===== config.mk =====
export PLATFORM = sky130hd
export DESIGN_NAME = lsu_mem_initiator_flat
export DESIGN_NICKNAME = d
export VERILOG_FILES = /design/src/rtl/lsu_mem_initiator_if.sv /design/src/rtl/lsu_mem_initiator.sv /design/src/flat_wrapper.sv
export SDC_FILE = /design/constraint.sdc
export NUM_CORES = 1
export LEC_CHECK = 0
export BUFFER_PORTS_ARGS = -buffer_cell sky130_fd_sc_hd__buf_2
export CAP_MARGIN = 5
export CORE_MARGIN = 3
export CORE_UTILIZATION = 45
export CTS_CLUSTER_DIAMETER = 50
export DETAILED_ROUTE_END_ITERATION = 16
export PLACE_DENSITY = 0.75
export SLEW_MARGIN = 20
export SYNTH_ARGS = -nofsm -noshare
export SYNTH_HDL_FRONTEND = slang
export SYNTH_SLANG_ARGS = --single-unit

===== constraint.sdc =====
create_clock -name clk -period 4.1 [get_ports clk]
set_clock_uncertainty 0.1 [all_clocks]
set_input_delay 0.205 -clock clk [delete_from_list [all_inputs] [get_ports clk]]
set_output_delay 0.205 -clock clk [all_outputs]
set_load 0.03 [all_outputs]

===== src/rtl/lsu_mem_initiator_if.sv =====
// Bundle of the CPU request/response channels and the data RAM port used by
// the load/store initiator. The slave modport is the initiator's view; the
// master modport is the view of whatever surrounds it (CPU datapath plus RAM).
interface lsu_mem_initiator_if #(
  parameter int ADDRESS_WIDTH = 32
);
  logic                     req_valid;
  logic                     req_ready;
  logic                     req_write;
  logic [2:0]               req_funct3;
  logic [ADDRESS_WIDTH-1:0] req_addr;
  logic [31:0]              req_wdata;

  logic                     resp_valid;
  logic                     resp_ready;
  logic [31:0]              resp_rdata;
  logic                     resp_err;

  logic [ADDRESS_WIDTH-1:0] mem_addr;
  logic                     mem_we;
  logic [31:0]              mem_wdata;
  logic [31:0]              mem_rdata;

  modport slave (
    input  req_valid, req_write, req_funct3, req_addr, req_wdata,
    output req_ready,
    output resp_valid, resp_rdata, resp_err,
    input  resp_ready,
    output mem_addr, mem_we, mem_wdata,
    input  mem_rdata
  );

  modport master (
    output req_valid, req_write, req_funct3, req_addr, req_wdata,
    input  req_ready,
    input  resp_valid, resp_rdata, resp_err,
    output resp_ready,
    input  mem_addr, mem_we, mem_wdata,
    output mem_rdata
  );
endinterface


===== src/rtl/lsu_mem_initiator.sv =====
// RV32I load/store initiator. One request at a time: loads read the aligned
// word and extract/extend a lane; SW writes directly; SB/SH do a
// read-modify-write on the aligned word. All outputs come from registers.
module lsu_mem_initiator #(
  parameter int ADDRESS_WIDTH = 32
) (
  input logic               clk,
  input logic               rst_n,
  lsu_mem_initiator_if.slave bus
);

  typedef enum logic [1:0] {
    IDLE  = 2'b00,
    READ  = 2'b01,
    WRITE = 2'b10,
    RESP  = 2'b11
  } state_t;

  state_t                   state_r;
  logic                     write_r;
  logic [2:0]               funct3_r;
  logic [1:0]               lane_r;
  logic [15:0]              wdata_r;
  logic                     ready_r;
  logic                     resp_valid_r;
  logic                     resp_err_r;
  logic [31:0]              resp_rdata_r;
  logic [ADDRESS_WIDTH-1:0] mem_addr_r;
  logic                     mem_we_r;
  logic [31:0]              mem_wdata_r;

  // Illegal funct3 (011, 11x, stores with 1xx) or a lane misaligned for its size.
  function automatic logic req_bad(input logic write, input logic [2:0] funct3,
                                   input logic [1:0] lane);
    logic illegal;
    logic misaligned;
    case (funct3)
      3'b000:  begin illegal = 1'b0;  misaligned = 1'b0;           end
      3'b001:  begin illegal = 1'b0;  misaligned = lane[0];        end
      3'b010:  begin illegal = 1'b0;  misaligned = (lane != 2'b00); end
      3'b100:  begin illegal = write; misaligned = 1'b0;           end
      3'b101:  begin illegal = write; misaligned = lane[0];        end
      default: begin illegal = 1'b1;  misaligned = 1'b0;           end
    endcase
    return illegal | misaligned;
  endfunction

  // Pick the addressed byte/half out of the word and sign- or zero-extend it.
  function automatic logic [31:0] load_extract(input logic [31:0] word,
                                               input logic [2:0] funct3,
                                               input logic [1:0] lane);
    logic [31:0] shifted;
    logic [7:0]  b;
    logic [15:0] h;
    logic [31:0] r;
    shifted = word >> {lane, 3'b000};
    b       = shifted[7:0];
    h       = lane[1] ? word[31:16] : word[15:0];
    case (funct3)
      3'b000:  r = {{24{b[7]}}, b};
      3'b001:  r = {{16{h[15]}}, h};
      3'b100:  r = {24'd0, b};
      3'b101:  r = {16'd0, h};
      default: r = word;
    endcase
    return r;
  endfunction

  // Overlay the store byte/half onto the word read back from RAM.
  function automatic logic [31:0] store_merge(input logic [31:0] word,
                                              input logic [2:0] funct3,
                                              input logic [1:0] lane,
                                              input logic [15:0] data);
    logic [31:0] r;
    r = word;
    case (funct3[1:0])
      2'b00:   r[{lane, 3'b000} +: 8] = data[7:0];
      2'b01:   r[{lane[1], 4'b0000} +: 16] = data;
      default: r = word;
    endcase
    return r;
  endfunction

  assign bus.req_ready  = ready_r & rst_n;
  assign bus.resp_valid = resp_valid_r;
  assign bus.resp_rdata = resp_rdata_r;
  assign bus.resp_err   = resp_err_r;
  assign bus.mem_addr   = mem_addr_r;
  assign bus.mem_we     = mem_we_r;
  assign bus.mem_wdata  = mem_wdata_r;

  // Control FSM; every output is registered alongside the state transition.
  always_ff @(posedge clk or negedge rst_n) begin
    if (!rst_n) begin
      state_r      <= IDLE;
      write_r      <= 1'b0;
      funct3_r     <= 3'd0;
      lane_r       <= 2'd0;
      wdata_r      <= 16'd0;
      ready_r      <= 1'b1;
      resp_valid_r <= 1'b0;
      resp_err_r   <= 1'b0;
      resp_rdata_r <= 32'd0;
      mem_addr_r   <= '0;
      mem_we_r     <= 1'b0;
      mem_wdata_r  <= 32'd0;
    end else begin
      case (state_r)
        IDLE: begin
          if (bus.req_valid) begin
            write_r  <= bus.req_write;
            funct3_r <= bus.req_funct3;
            lane_r   <= bus.req_addr[1:0];
            wdata_r  <= bus.req_wdata[15:0];
            ready_r  <= 1'b0;
            if (req_bad(bus.req_write, bus.req_funct3, bus.req_addr[1:0])) begin
              // Errors go straight to the response and never reach RAM.
              state_r      <= RESP;
              resp_valid_r <= 1'b1;
              resp_err_r   <= 1'b1;
              resp_rdata_r <= 32'd0;
            end else if (bus.req_write && (bus.req_funct3 == 3'b010)) begin
              state_r     <= WRITE;
              mem_addr_r  <= {bus.req_addr[ADDRESS_WIDTH-1:2], 2'b00};
              mem_we_r    <= 1'b1;
              mem_wdata_r <= bus.req_wdata;
            end else begin
              state_r    <= READ;
              mem_addr_r <= {bus.req_addr[ADDRESS_WIDTH-1:2], 2'b00};
            end
          end
        end
        READ: begin
          if (write_r) begin
            // Address is held; the merged word is written next cycle.
            state_r     <= WRITE;
            mem_we_r    <= 1'b1;
            mem_wdata_r <= store_merge(bus.mem_rdata, funct3_r, lane_r, wdata_r);
          end else begin
            state_r      <= RESP;
            mem_addr_r   <= '0;
            resp_valid_r <= 1'b1;
            resp_err_r   <= 1'b0;
            resp_rdata_r <= load_extract(bus.mem_rdata, funct3_r, lane_r);
          end
        end
        WRITE: begin
          state_r      <= RESP;
          mem_addr_r   <= '0;
          mem_we_r     <= 1'b0;
          mem_wdata_r  <= 32'd0;
          resp_valid_r <= 1'b1;
          resp_err_r   <= 1'b0;
          resp_rdata_r <= 32'd0;
        end
        RESP: begin
          if (bus.resp_ready) begin
            state_r      <= IDLE;
            ready_r      <= 1'b1;
            resp_valid_r <= 1'b0;
            resp_err_r   <= 1'b0;
            resp_rdata_r <= 32'd0;
          end
        end
        default: begin
          state_r      <= IDLE;
          ready_r      <= 1'b1;
          resp_valid_r <= 1'b0;
          resp_err_r   <= 1'b0;
          resp_rdata_r <= 32'd0;
          mem_addr_r   <= '0;
          mem_we_r     <= 1'b0;
          mem_wdata_r  <= 32'd0;
        end
      endcase
    end
  end

endmodule


===== src/flat_wrapper.sv =====
// flat-port wrapper written by rule: the top's interface ports become plain ports
module lsu_mem_initiator_flat 
#(
  parameter int ADDRESS_WIDTH = 32
)
  (clk, rst_n, bus_req_valid, bus_req_write, bus_req_funct3, bus_req_addr, bus_req_wdata, bus_req_ready, bus_resp_valid, bus_resp_rdata, bus_resp_err, bus_resp_ready, bus_mem_addr, bus_mem_we, bus_mem_wdata, bus_mem_rdata);
  lsu_mem_initiator_if #(.ADDRESS_WIDTH(ADDRESS_WIDTH)) bus_i ();
  input logic clk;
  input logic rst_n;
  input wire logic [$bits(bus_i.req_valid)-1:0] bus_req_valid;
  input wire logic [$bits(bus_i.req_write)-1:0] bus_req_write;
  input wire logic [$bits(bus_i.req_funct3)-1:0] bus_req_funct3;
  input wire logic [$bits(bus_i.req_addr)-1:0] bus_req_addr;
  input wire logic [$bits(bus_i.req_wdata)-1:0] bus_req_wdata;
  output wire logic [$bits(bus_i.req_ready)-1:0] bus_req_ready;
  output wire logic [$bits(bus_i.resp_valid)-1:0] bus_resp_valid;
  output wire logic [$bits(bus_i.resp_rdata)-1:0] bus_resp_rdata;
  output wire logic [$bits(bus_i.resp_err)-1:0] bus_resp_err;
  input wire logic [$bits(bus_i.resp_ready)-1:0] bus_resp_ready;
  output wire logic [$bits(bus_i.mem_addr)-1:0] bus_mem_addr;
  output wire logic [$bits(bus_i.mem_we)-1:0] bus_mem_we;
  output wire logic [$bits(bus_i.mem_wdata)-1:0] bus_mem_wdata;
  input wire logic [$bits(bus_i.mem_rdata)-1:0] bus_mem_rdata;
  assign bus_i.req_valid = bus_req_valid;
  assign bus_i.req_write = bus_req_write;
  assign bus_i.req_funct3 = bus_req_funct3;
  assign bus_i.req_addr = bus_req_addr;
  assign bus_i.req_wdata = bus_req_wdata;
  assign bus_req_ready = bus_i.req_ready;
  assign bus_resp_valid = bus_i.resp_valid;
  assign bus_resp_rdata = bus_i.resp_rdata;
  assign bus_resp_err = bus_i.resp_err;
  assign bus_i.resp_ready = bus_resp_ready;
  assign bus_mem_addr = bus_i.mem_addr;
  assign bus_mem_we = bus_i.mem_we;
  assign bus_mem_wdata = bus_i.mem_wdata;
  assign bus_i.mem_rdata = bus_mem_rdata;
  lsu_mem_initiator #(.ADDRESS_WIDTH(ADDRESS_WIDTH)) u_core (.clk(clk), .rst_n(rst_n), .bus(bus_i));
endmodule

* Word-level counts from Yosys, hierarchy flattened *
Cells that the tools add are included.

word-level totals
  bits in registers = 124
  bits of input ports = 104
  output and inout bits = 100
  word-level logic and storage cells = 102

cells by class
  add/sub/neg operators = 2
  equal/unequal tests = 18
  shift operators = 5
  muxes and demuxes = 46
  bitwise logic cells = 2
  reductions and logical operators = 17

operator list
  operator                   count
  $mux W32                   11
  $pmux W32 S4               2
  $pmux W32 S3               2
  $bwmux W32                 2
  $pmux W32 S2               1
  $shift A16 B7 Y32 const A  1
  $shift A8 B7 Y32 const A   1
  $shiftx A16 B7 Y32         1
  $shiftx A8 B7 Y32          1
  $shr A32 B5 Y8             1
  $mux W1                    16
  $mux W16                   1
  $neg A5 Y7                 2
  $eq A3 B3 Y1 const B       4
  $mux W2                    4
  $ne A2 B2 Y1 const B       4
  $pmux W1 S4                2
  $pmux W2 S4                1
  $reduce_and A4 Y1          2
  $eq A3 B1 Y1 const B       2
  $logic_not A3 Y1           2
  $ne A2 B1 Y1 const B       3
  $pmux W1 S2                3
  $reduce_and A5 Y1          1
  other kinds (14)           20

* Longest topological paths before layout *
  depth after elaboration = 9
  depth in mapped cells = 10
  depth with buffers taken out = 6

* Worst setup path after synthesis *
OpenSTA, ideal clock, no wires.

  path type = reg-to-reg
  from = reg u_core.lane_r[1]
  to = reg u_core.mem_wdata_r[0], in the netlist u_core.bus.mem_wdata[0]
  setup time = 0.065 ns
  data arrival time = 2.497 ns
  required time = 3.935 ns
  path slack = 1.438 ns
  stages on the path, launching flop included = 10
  path buffers = 3
  clock period less this slack = 2.662 ns
  cell sequence = dfrtp_1 -> buf_2 -> buf_2 -> buf_4 -> clkinv_1 -> ha_1 -> nor3b_1 -> a221oi_1 -> o22ai_1 -> mux2_4

on the way
  longest elaborated chain between the ends = 6
  elaborated cells between the ends (all ways) = 11
  classes of those cells = add/sub: 2; shift: 4; mux: 5

RTL lines
  item                                              line                                              source
  start: declaration                                lsu_mem_initiator.sv:22                           logic [1:0] lane_r;
  start signal: assignment                          lsu_mem_initiator.sv:113                          lane_r <= bus.req_addr[1:0];
  $neg A5 Y7, on equally long branches              lsu_mem_initiator.sv:78, lsu_mem_initiator.sv:77
  $shiftx A16 B7 Y32, or another cell as far along  lsu_mem_initiator.sv:78                           2'b01: r[{lane[1], 4'b0000} +: 16] = data;
  $bwmux W32, on equally long branches              lsu_mem_initiator.sv:78, lsu_mem_initiator.sv:77
  $pmux W32 S2 *                                    lsu_mem_initiator.sv:76                           case (funct3[1:0])
  $mux W32 *                                        lsu_mem_initiator.sv:134                          if (write_r) begin
  $pmux W32 S3 *                                    lsu_mem_initiator.sv:108                          case (state_r)
  end signal: assignment                            lsu_mem_initiator.sv:126                          mem_wdata_r <= bus.req_wdata;
  end signal: assignment                            lsu_mem_initiator.sv:138                          mem_wdata_r <= store_merge(bus.mem_rdata, funct3_r, lane_r, wdata_r);
  end: declaration                                  lsu_mem_initiator.sv:30                           logic [31:0] mem_wdata_r;

Every way passes the cells marked *; elsewhere a longest branch is shown, timed or not. The select of a mux whose other input is x is not followed.
A chain may end at the register's enable or synchronous reset.

* Final worst setup path *
  from = in bus_req_funct3[0]
  to = reg u_core.mem_wdata_r[6], in the netlist u_core.bus.mem_wdata[6]

on the way
  longest elaborated chain between the ends = 8
  elaborated cells between the ends (all ways) = 19
  classes of those cells = eq/ne: 6; mux: 6; bitwise: 1; reduce/logical: 6

RTL lines
  item                                                                   line                      source
  start: declaration                                                     flat_wrapper.sv:12        input wire logic [$bits(bus_i.req_funct3)-1:0] bus_req_funct3;
  $eq A3 B1 Y1, or another cell as far along                             lsu_mem_initiator.sv:37   case (funct3)
  $reduce_or A3 Y1 (no line) / $reduce_or A2 Y1 (equally long branches)  -
  $pmux W1 S2                                                            lsu_mem_initiator.sv:37
  $mux W1                                                                lsu_mem_initiator.sv:110  if (bus.req_valid) begin
  $mux W1                                                                lsu_mem_initiator.sv:108
  $or A1 B1 Y1                                                           lsu_mem_initiator.sv:45   return illegal | misaligned;
  $ne A2 B2 Y1 (no line)                                                 -
  $reduce_and A5 Y1 (no line) *                                          -

Marked as above.

==> metrics.txt <==
status finished clean; GR Overflow Total 0; largest net degree at the start of global routing 65; layout cells sized above 1 38.2%; Hold WC Path Type input pin to flop; Critical-path top delay cell nand3_2; WS Path Type input pin to flop; final hold violations 0; Final Wtd Congestion between 0.8 and 0.9; Max-Cap Viols 0; max incr delay on CP about 0.74 ns; register area share after synthesis 41.5%; setup TNS 0 ns; Period minus WS final approximately 3.2 ns; Post-DP HPWL 15500 um; Net count, final between 1000 and 1500; Peak VDD IR 501 uV; Initial Util 46.2%; htree depth 4; met3 GRT Util 7.05%; Synth warnings 0; Routed wire per std cell 20.0 um; 1st-iter DRT viols 653; Yosys top cell area share between 40% and 50%; total wire length 22500 um; average cell area after synthesis 10.6 um2; Tot GR Track Use between 20 and 25%; initial antenna violation count 1; CTS Root Cell clkbuf_16; Die Width around 130 um; Max Fanout on Critical Path 25; Crit. End Element flop; worst-margin pin slew 1.00 ns; clock-pin slew on the worst setup and hold paths 0.06 ns; clock buffer depth 2; Core Box Area 15900 um2; Syn Std Cell Area 7360 um2; Critical Path Start Type input pin; met2 Resource Use GR between 30% and 40%; top_reg_cell synth dfrtp_1; row count 46; Cell Pwr Density 937 nW/um2; vias per inst approximately 5.7; Max Fclk 317 MHz; delay-heaviest family, CP simple AND/OR/NAND/NOR gates; post-CTS resize count 0; met1 GRT Util between 30% and 40%; Synth area leaders dfrtp_1, mux2_2, mux2_4, mux2i_1, a221o_1; first-pass GRT wire length 34000 um; final worst-path cycle share 77.1%; number of global-route vias before repair 6167; busiest grt layer met2; TritonRoute pass-1 iters 8; worst endpoint required time 4.31 ns; Worst Path Buf+Inv 3; CTS tree yes; largest area contributor in the netlist dfrtp_1; Seq cells post-synth 122; RSZ-0062 raised after global routing no; EDFF count, synth 0; Top Ports 204; Netlist cell types 51; CP arrival 3.37 ns; DIE AREA 17900 um2; Rel. slew slack 33.0%; final setup margin 0.941 ns; CP Cell Sequence dlygate4sd3_1 -> buf_2 -> or4_4 -> a311oi_2 -> nand3_2 -> buf_4 -> mux2_4; synthesized netlist cell count a little under 700; PnR Total Power slightly below 9 mW; Sinks on Clock Net 122; Post-DRT Antenna Nets 0; Setup WS pre-CTS around 1.1 ns; P_leak approximately 4.8 nW; TritonCTS Buffers 17; routed vias 6455; Slew Viols, Final 0; count of final setup violators 0; Skew-Pair Late Insertion Delay 0.42 ns; DRC 0; Port Buffers 201; Vert. Die Dim about 130 um; Post-CTS Setup Repair Bufs 0; Async SR Flop Fraction 100%; area delta synth->final 26.7%
[synth_stat cells, types with 3 or more instances]
cell type / n
inv_1: 81
buf_4: 3
o21ai_0: 34
o211a_1: 16
ha_1: 9
clkbuf_1: 41
nor2b_1: 38
a221oi_1: 31
o221ai_1: 9
o31ai_1: 8
nand3b_1: 8
buf_2: 11
nand2_1: 22
mux2i_1: 43
o22ai_1: 32
o211ai_1: 8
dfrtp_1: 121
a221o_1: 34
mux2_4: 29
nor2_1: 3
buf_6: 5
mux2_2: 57
nand3_1: 7
a21oi_1: 11
[layout make-up]
class                   count  area, um2
fillers                  1377       6620
multi-input cells         431       3720
flip-flops and latches    122       3060
repair buffers            239       1370
clock buffers              21        460
inverters                  82        308
well taps                 216        270
clock inverters            11        145
diodes                      1       2.50
[state kept, by name (all words and copies together), names as in the netlist, 2 cells and up]
name,count
u_core.bus.mem_wdata,32
u_core.bus.mem_addr,30
u_core.funct3_r,3
u_core.bus.resp_rdata,32
u_core.state_r,2
u_core.wdata_r,16
u_core.lane_r,2
[metrics by stage]
stage	utilization [%]	cell area, um2	hold WS [ns]	cells
after global placement	53.2	8480	0.235	1066
after detailed placement	53.2	8480	0.240	1066
after global routing	58.5	9330	0.0245	1123
after floorplan	-	7360	-0.191	696
after CTS	58.5	9320	0.0130	1122
final	58.5	9330	0.0249	1123
[cells in the final DEF (no fill, tap or decap), drive strengths merged, types with 2 or more instances in the layout]
master and n:
nor2b 38, ha 9, o211a 16, conb 2, o22ai 32, a311oi 3
mux2i 43, a21o 2, or2 2, nand3b 8, a221oi 31, o31ai 8
nor3b 2, and2 3, clkbuf 21, a221o 35, dfrtp 121, bufinv 3
o221ai 9, nand3 8, nand2 22, clkinv 6, clkinvlp 3, o21a 2
nor2 3, o21ai 34, buf 215, a21oi 11, inv 81, dlygate4sd3 24
nor4bb 2, o211ai 8, mux2 86
[layer usage]
layer | wire length (um) | share of wire (%) | vias up
met1 | 9410 | 42 | 3067
met2 | 10100 | 45 | 379
met4 | 665 | 3.0 | 0
met3 | 2350 | 10 | 48
li1 | - | - | 2961
met5 | 0 | 0 | -
[report_power, final]
group	internal, mW	total (mW)	switching, mW	leakage, nW
sequential	1.72	2.14	0.421	1.56
combinational	2.13	5.06	2.93	3.00
clock	0.985	1.53	0.546	0.289
[path summary, 6_finish.rpt]
check | cells past startpoint | startpoint | endpoint | slack (ns)
max | 7 | bus_req_funct3[0] | u_core.bus.mem_wdata[6] | 0.94
min | 3 | bus_req_addr[15] | u_core.bus.mem_addr[15] | 0.02
max reg2reg | 7 | u_core.state_r[0] | u_core.bus.mem_wdata[6] | 1.09
min reg2reg | 1 | u_core.bus.resp_valid | u_core.bus.resp_valid | 0.38
max in group asynchronous | 3 | rst_n | u_core.ready_r | 2.72
min in group asynchronous | 2 | rst_n | u_core.bus.mem_wdata[1] | 0.31
[worst register-to-register path, stage by stage, from the launching register on]
cell	delay [ns]
dfrtp_1	0.39
inv_1	0.08
ha_2	0.25
nor2b_1	0.18
a311oi_2	0.32
nand3_2	0.74
buf_4	0.52
mux2_4	0.32
[logic make-up (layout without fill, tap and decap cells)]
family | Yosys count | in the layout | synth area share (%)
multiplexers | 130 | 130 | 20.8
buffers and inverters | 143 | 353 | 8.14
flip-flops | 122 | 122 | 41.5
AND/OR/NAND/NOR | 95 | 95 | 7.58
adder cells (fa/ha/maj) | 9 | 9 | 1.53
AO/OA/AOI/OAI | 195 | 195 | 20.4
other | 1 | 3 | 0.0509
[timing repair]
item / in CTS / in global routing
hold endpoints to repair: 81 / 0
hold buffers: 24 / 0
endpoints found under the setup margin: 0 / 0
No activity file was read; power rests on OpenSTA's default activity.
